File: config.mk
export PLATFORM = sky130hd
export DESIGN_NAME = dram_rd_slave
export DESIGN_NICKNAME = d
export VERILOG_FILES = /design/src/rtl/dram_rd_pkg.sv /design/src/rtl/dram_rd_mem.sv /design/src/rtl/dram_rd_slave.sv
export SDC_FILE = /design/constraint.sdc
export NUM_CORES = 1
export LEC_CHECK = 0
export ABC_AREA = 1
export BUFFER_PORTS_ARGS = -buffer_cell sky130_fd_sc_hd__buf_2
export CORE_MARGIN = 3
export CORE_UTILIZATION = 48
export CTS_BUF_LIST = sky130_fd_sc_hd__clkbuf_8 sky130_fd_sc_hd__clkbuf_16
export CTS_CLUSTER_DIAMETER = 60
export DETAILED_ROUTE_END_ITERATION = 10
export PLACE_DENSITY_LB_ADDON = 0.1
export SLEW_MARGIN = 20
export SYNTH_ARGS = -nofsm -noshare
export SYNTH_HDL_FRONTEND = slang
export SYNTH_SLANG_ARGS = --single-unit
File: constraint.sdc
create_clock -name clk -period 2 [get_ports clk]
set_input_delay 0.4 -clock clk [delete_from_list [all_inputs] [get_ports clk]]
set_output_delay 0.4 -clock clk [all_outputs]
set_load 0.01 [all_outputs]
File: src/rtl/dram_rd_pkg.sv
// dram_rd_pkg: shared FSM states, AXI burst/response codes and request checks
// for the dram_rd_slave read slave.
package dram_rd_pkg;

    typedef enum logic [1:0] {IDLE, FETCH, VALID} state_t;

    localparam logic [1:0] BURST_FIXED = 2'b00;
    localparam logic [1:0] BURST_INCR  = 2'b01;
    localparam logic [1:0] RESP_OKAY   = 2'b00;
    localparam logic [1:0] RESP_SLVERR = 2'b10;
    localparam logic [2:0] SIZE_64B    = 3'd3;

    // Only full 64-bit beats with FIXED or INCR bursts are served.
    function automatic logic is_bad_req(input logic [2:0] size, input logic [1:0] burst);
        return (size != SIZE_64B) || burst[1];
    endfunction

endpackage

File: src/rtl/dram_rd_mem.sv
// dram_rd_mem: 2^ADDR_W x 64 storage, synchronous read, backdoor write port.
// Read-before-write: a same-cycle read and write to one address returns the old word.
module dram_rd_mem #(
    parameter int ADDR_W = 10
) (
    input  logic              clk,
    input  logic              wen,
    input  logic [ADDR_W-1:0] waddr,
    input  logic [63:0]       wdata,
    input  logic              ren,
    input  logic [ADDR_W-1:0] raddr,
    output logic [63:0]       rdata
);

    logic [63:0] mem [2**ADDR_W];

    always_ff @(posedge clk) begin
        if (wen)
            mem[waddr] <= wdata;
        if (ren)
            rdata <= mem[raddr];
    end

endmodule

File: src/rtl/dram_rd_slave.sv
// dram_rd_slave: single-outstanding AXI-style read slave (IDLE/FETCH/VALID).
// Define DRAM_RD_BACKDOOR_EN for real storage with bd_* ports; otherwise data is address-derived.
module dram_rd_slave
    import dram_rd_pkg::*;
#(
    parameter int ADDR_W = 10
) (
    input  logic              clk,
    input  logic              rst,
    input  logic              lsu_axi_arvld,
    input  logic [7:0]        lsu_axi_arid,
    input  logic [ADDR_W-1:0] lsu_axi_araddr,
    input  logic [7:0]        lsu_axi_arlen,
    input  logic [2:0]        lsu_axi_arsize,
    input  logic [1:0]        lsu_axi_arburst,
    input  logic [2:0]        lsu_axi_arstr,
    output logic              axi_lsu_arrdy,
    output logic              axi_lsu_rvld,
    output logic [7:0]        axi_lsu_rid,
    output logic [63:0]       axi_lsu_rdata,
    output logic [1:0]        axi_lsu_rresp,
    output logic              axi_lsu_rlast,
`ifdef DRAM_RD_BACKDOOR_EN
    input  logic              bd_wen,
    input  logic [ADDR_W-1:0] bd_addr,
    input  logic [63:0]       bd_wdata,
`endif
    input  logic              lsu_axi_rrdy
);

    state_t            state_q, state_d;
    logic [7:0]        id_q, id_d;
    logic [ADDR_W-1:0] addr_q, addr_d;
    logic [7:0]        cnt_q, cnt_d;
    logic [1:0]        burst_q, burst_d;
    logic [2:0]        str_q, str_d;
    logic              err_q, err_d;
    logic [ADDR_W-1:0] step;
    logic [63:0]       beat_data;

    assign step = (burst_q == BURST_INCR) ? (ADDR_W'(1) << str_q) : '0;

    always_comb begin
        state_d = state_q;
        id_d    = id_q;
        addr_d  = addr_q;
        cnt_d   = cnt_q;
        burst_d = burst_q;
        str_d   = str_q;
        err_d   = err_q;
        if (axi_lsu_arrdy && lsu_axi_arvld) begin
            state_d = FETCH;
            id_d    = lsu_axi_arid;
            addr_d  = lsu_axi_araddr;
            cnt_d   = lsu_axi_arlen;
            burst_d = lsu_axi_arburst;
            str_d   = lsu_axi_arstr;
            err_d   = is_bad_req(lsu_axi_arsize, lsu_axi_arburst);
        end else if (state_q == FETCH) begin
            state_d = VALID;
        end else if (state_q == VALID && lsu_axi_rrdy) begin
            state_d = (cnt_q == 8'd0) ? IDLE : FETCH;
            cnt_d   = cnt_q - 8'd1;
            addr_d  = addr_q + step;
        end
    end

    always_ff @(posedge clk or posedge rst) begin
        if (rst) begin
            state_q <= IDLE;
            id_q    <= '0;
            addr_q  <= '0;
            cnt_q   <= '0;
            burst_q <= BURST_FIXED;
            str_q   <= '0;
            err_q   <= 1'b0;
        end else begin
            state_q <= state_d;
            id_q    <= id_d;
            addr_q  <= addr_d;
            cnt_q   <= cnt_d;
            burst_q <= burst_d;
            str_q   <= str_d;
            err_q   <= err_d;
        end
    end

`ifdef DRAM_RD_BACKDOOR_EN
    dram_rd_mem #(.ADDR_W(ADDR_W)) u_mem (
        .clk   (clk),
        .wen   (bd_wen),
        .waddr (bd_addr),
        .wdata (bd_wdata),
        .ren   (state_q == FETCH && !err_q),
        .raddr (addr_q),
        .rdata (beat_data)
    );
`else
    assign beat_data = {~32'(addr_q), 32'(addr_q)};
`endif

    // rst gates arrdy directly so it drops the moment reset is asserted.
    assign axi_lsu_arrdy = (state_q == IDLE) && !rst;
    assign axi_lsu_rvld  = (state_q == VALID);
    assign axi_lsu_rid   = id_q;
    assign axi_lsu_rresp = (axi_lsu_rvld && err_q) ? RESP_SLVERR : RESP_OKAY;
    assign axi_lsu_rlast = axi_lsu_rvld && (cnt_q == 8'd0);
    assign axi_lsu_rdata = (axi_lsu_rvld && !err_q) ? beat_data : '0;

endmodule

* Word level (Yosys, flattened, before mapping)
Index checks and enable logic that the tools add are counted.
** Word-level totals
- Input port bits :: 38
- Bits in read-only memories :: 0
- Bits in latches :: 0
- Memory bits (writable) :: 0
- Output and inout port bits :: 77
- Memories :: 0
- Register bits after elaboration :: 34
** Operators by class
- Muxes and demuxes :: 13
- Divide/modulo/power cells :: 0
- Multiply operators :: 0
- Reduce and logical (&&, ||, !) cells :: 14
- Bitwise logic cells :: 1
- Shifts and indexed selects :: 1
- Equality and inequality tests :: 5
- Add/subtract/negate cells :: 2
- $lt $le $gt $ge :: 0
** Operators with widths (number)
- $mux W64 :: 1
- $mux W10 :: 4
- $not A10 Y32 :: 1
- $mux W8 :: 3
- $add A10 B10 Y10 :: 1
- $shl A1 B3 Y10 const A :: 1
- $logic_not A8 Y1 :: 1
- $mux W2 :: 4
- $sub A8 B1 Y8 const B :: 1
- $logic_and A1 B1 Y1 :: 6
- $eq A2 B1 Y1 const B :: 2
- $ne A3 B2 Y1 const B :: 1
- $reduce_bool A3 Y1 :: 1
- $eq A2 B2 Y1 const B :: 1
- $logic_not A1 Y1 :: 2
- $logic_not A2 Y1 :: 1
- $ne A2 B2 Y1 const B :: 1
- $reduce_and A2 Y1 :: 1
- $reduce_bool A2 Y1 :: 1
- $logic_or A1 B1 Y1 :: 1
- $mux W1 :: 1

* Depth between registers and ports, before layout
- Word-level depth :: 6
- Depth in mapped cells :: 15
- Depth with buffers taken out :: 15

* Worst setup path before layout
No wires, ideal clock.
- Path kind :: register to output
- Start point :: register state_q[0]
- End point :: output axi_lsu_rdata[0]
- Stages on the path, launching flop included :: 7
- Required time :: 1600 ps
- Slack :: -188 ps
- Arrival :: 1788 ps
- Cell sequence :: dfrtp_1 nor2_2 inv_1 nor2_2 inv_1 buf_6 nor2_1
** On the way
- Longest elaborated chain between the ends :: 3
** Ends and longest elaborated chain
- start, declared :: RTL line dram_rd_slave.sv:31 : state_t state_q, state_d;
- start signal, assigned :: RTL line dram_rd_slave.sv:78 : state_q <= state_d;
- $eq A2 B2 Y1 :: RTL line dram_rd_slave.sv:104 : assign axi_lsu_rvld = (state_q == VALID);
- net axi_lsu_rvld :: RTL line dram_rd_slave.sv:18 : output logic axi_lsu_rvld,
- $logic_and A1 B1 Y1 :: RTL line dram_rd_slave.sv:108 : assign axi_lsu_rdata = (axi_lsu_rvld && !err_q) ? beat_data : '0;
- $mux W64 :: RTL line dram_rd_slave.sv:108
- end, declared :: RTL line dram_rd_slave.sv:20 : output logic [63:0] axi_lsu_rdata,
The timed path passes the listed nets, and every way through them passes these cells.

* Worst setup path after layout
- Start point :: register state_q[0]
- End point :: output axi_lsu_rdata[4]
** On the way
- Longest elaborated chain between the ends :: 3
** Ends and longest elaborated chain (RTL line)
- $eq A2 B2 Y1 :: dram_rd_slave.sv:104
- $logic_and A1 B1 Y1 :: dram_rd_slave.sv:108
- $mux W64 :: dram_rd_slave.sv:108
Every way passes these cells.

==> implementation parameters <==
Parameter                              Value

Outcome
  Status    finished clean

Floorplan
  Overall die height    80.3 um
  Top-level port count    115
  Die X    80.3 um
  Initial core utilization    50.6%
  Full die area    6450 um^2
  Num rows    26
  Core area    5240 um^2

Timing
  Fin. max-slew vios    0
  Count of endpoints failing hold in the final timing report    0
  Post-layout min period    1.94 ns
  Transition time at the pin with the least slew margin    0.503 ns
  Final setup violation count    0
  Unrepaired setup endpoints after global routing    true
  Fin Hold WS    0.229 ns
  Fin worst setup slack    0.0563 ns
  Final critical-path share of the clock period    97.2%
  Headroom to the max-slew limit    66.2%
  F_max    514 MHz
  Final setup skew    0.00459 ns

Power and ir drop
  Net Sw Frac    43.7%
  Power after layout    3.89 mW
  Net switching power of the design    1.70 mW
  Leakage power of the design    1.81 nW
  Worst-case vdd ir drop    0.724 mV
  Cell Pwr Density    1260 nW/um^2
  Power share of the clock group    16.6%
  Share of total power in sequential cells    32.5%
  P_int    2.19 mW
  Combinational fraction of design power    50.8%

CTS
  Max Root-Sink Buffers    2
  TritonCTS clock tree    done
  Number of levels the H-tree was split into    2
  Number of sinks on the clock net    34
  CTS buffer count    5
  Worst-Skew Late Latency    0.29 ns
  Register clock-pin slew on the reported worst setup and hold paths    0.07 ns
  Root Buffer    clkbuf_8
  CTS hold repair buffers    0

Yosys
  Post-synthesis average cell area    7.29 um^2
  Seq/Total Area, Yosys    32.1%
  Adder and majority cell fraction of the synthesized area    5.00%
  Combined area of all synthesized cells    2650 um^2
  Main flop type after synthesis    dfrtp_1
  Simple-gate portion of the synthesized area    27.3%
  Seq cells post-synth    34
  Mux cell area share after synthesis    0%
  Number of enable-type register cells in the synthesized netlist    0
  Main combinational cell family by area after synthesis    simple AND/OR/NAND/NOR gates
  Yosys top cell by area    dfrtp_1
  Synthesized netlist cell count    364
  Top post-synthesis cells by area    dfrtp_1, nand2_1, buf_4, nor2_1, inv_1
  Compound-cell area share of the yosys netlist    11.0%
  Top cell type's share of synthesized area    32.1%
  Share of flip-flops with an asynchronous set or reset    100%
  Number of synthesis warnings    0
  Post-synth cell types    37
  Area share of xor/xnor cells in the synthesized design    1.32%

Placed design
  Post-DP HPWL    4.55 mm
  Worst slack after detailed placement    0.0690 ns
  Total instance count after detailed placement    496
  Port buffer count    91
  Routability congestion estimate from global placement    0.907

Cells and area
  Layout cell share with drive strength beyond 1    33.8%
  Leading cell types in the layout, fill and taps excluded    buf_2, nand2_1, nor2_1
  Post-synthesis to final-layout area growth    16.8%
  Area of the multi-input gates    1330 um^2
  Number of cells in the finished layout apart from fillers    514
  Final antenna diode count    0
  FILL cells    540
  Net count of the finished layout    491
  Register area    853 um^2
  Most common cell after layout, fill and taps aside    buf_2

Detailed routing
  Number of iterations in the first detailed-routing pass    4
  Average routed wire per standard cell    11.8 um
  DRC viols    0
  Ratio of routed vias to standard cells    4.71
  Via total after detailed routing    2422
  Number of antenna-violating nets in the routed design    0
  Final wirelength    6.09 mm
  First DRT Iteration DRCs    97

Setup path
  Class of the most critical setup path    reg -> out
  Cell count of the worst reg-to-reg path    14
  Arrival time at the worst endpoint    1.54 ns
  Critical path data required time    1.60 ns
  Worst Path Max Fanout    20
  Nature of the critical path startpoint    register
  Startpoint of the worst register-to-register path    burst_q[1]$_DFFE_PP0P_
  Worst setup path startpoint    state_q[0]$_DFFE_PP0P_
  Endpoint kind of the worst setup timing path    primary output

Global routing
  Total global routing track utilization    19.3%
  Initial antenna violation count    0
  Wire length of the first global-routing pass    9.79 mm
  Congestion Overflow GR    0
  Vias in the first global route    2197
  Largest net degree at the start of global routing    36

Job
  Max-cap violation count    0

Worst hold path
  Hold crit path type    in -> async
==> Yosys cell counts (4+ instances only) <==
cell type	number
o21ai_1	9
ha_1	9
o211ai_1	5
nand2_1	92
a21oi_1	4
o22ai_1	4
o21ai_0	11
o21ai_2	6
buf_4	45
buf_6	7
dfrtp_1	34
nor2_1	50
nand3_1	17
inv_1	37
==> state kept, by name, indices dropped and copies added, names as in the netlist <==
signal	count
str_q	3
err_q	1
state_q	2
cnt_q	8
addr_q	10
burst_q	2
axi_lsu_rid	8
==> power by group through the flow <==
stage | combinational [mW] | sequential (mW) | clock, mW
after floorplan | 1.47 | 1.25 | 0
after global placement | 1.72 | 1.27 | 0
after detailed placement | 1.75 | 1.27 | 0
after CTS | 1.91 | 1.26 | 0.664
after global routing | 2.26 | 1.31 | 0.694
final | 1.98 | 1.27 | 0.646
==> logic make-up (layout without fill, tap and decap cells) <==
kind of cell / after synthesis / count (layout)
and+or+nand+nor: 173 / 173
buffers and inverters: 95 / 153
AOI/OAI and AO/OA: 47 / 47
DFF: 34 / 34
adders and majority gates: 10 / 10
xor gates and xnor gates: 4 / 4
other: 1 / 23
==> what timing repair did <==
action,4_1_cts,5_1_grt
endpoints found under the setup margin,21,27
gates resized for setup,7,15
pin swaps,5,7
buffers inserted,7,3
==> area by class of cell <==
type | instances | share of cell area [%]
multi-input cells | 257 | 43.0
flip-flops and latches | 34 | 27.5
repair buffers | 105 | 18.1
inverters | 40 | 4.89
well taps | 70 | 2.83
clock buffers | 5 | 2.22
clock inverters | 3 | 1.45
==> metal layers <==
metal / vias up / wire length [um] / track usage [%] / share of wire [%]
met5: - / 0 / 0 / 0
met1: 1111 / 2630 / 23.9 / 43
li1: 1234 / - / - / -
met4: 0 / 25 / 3.72 / 0.41
met2: 75 / 3060 / 33.8 / 50
met3: 2 / 374 / 4.93 / 6.1
==> final timing paths <==
kind | end | slack [ns]
max | axi_lsu_rdata[4] | 0.06
min | axi_lsu_rid[7]$_DFFE_PP0P_ | 0.23
max reg2reg | addr_q[9]$_DFFE_PP0P_ | 0.14
min reg2reg | axi_lsu_rid[3]$_DFFE_PP0P_ | 0.48
max in group asynchronous | state_q[1]$_DFFE_PP0P_ | 1.44
min in group clk | axi_lsu_rid[5]$_DFFE_PP0P_ | 0.30
==> stage by stage <==
stage          instance area (um^2)  util [%]  TNS (ns)
2_1_floorplan                  2740         -         0
3_3_place_gp                   2850      54.4         0
3_5_place_dp                   2850      54.4         0
4_1_cts                        3030      57.9   -0.0770
5_1_grt                        3100      59.1   -0.0401
6_report                       3100      59.1         0
==> critical path: stages, from the launching register on <==
cell     delay (ns)
dfrtp_2        0.44
nor2_2         0.14
inv_2          0.08
nor2_4         0.09
inv_1          0.04
buf_4          0.19
nor2_1         0.13
buf_2          0.15
(Power assumes the default switching activity.)
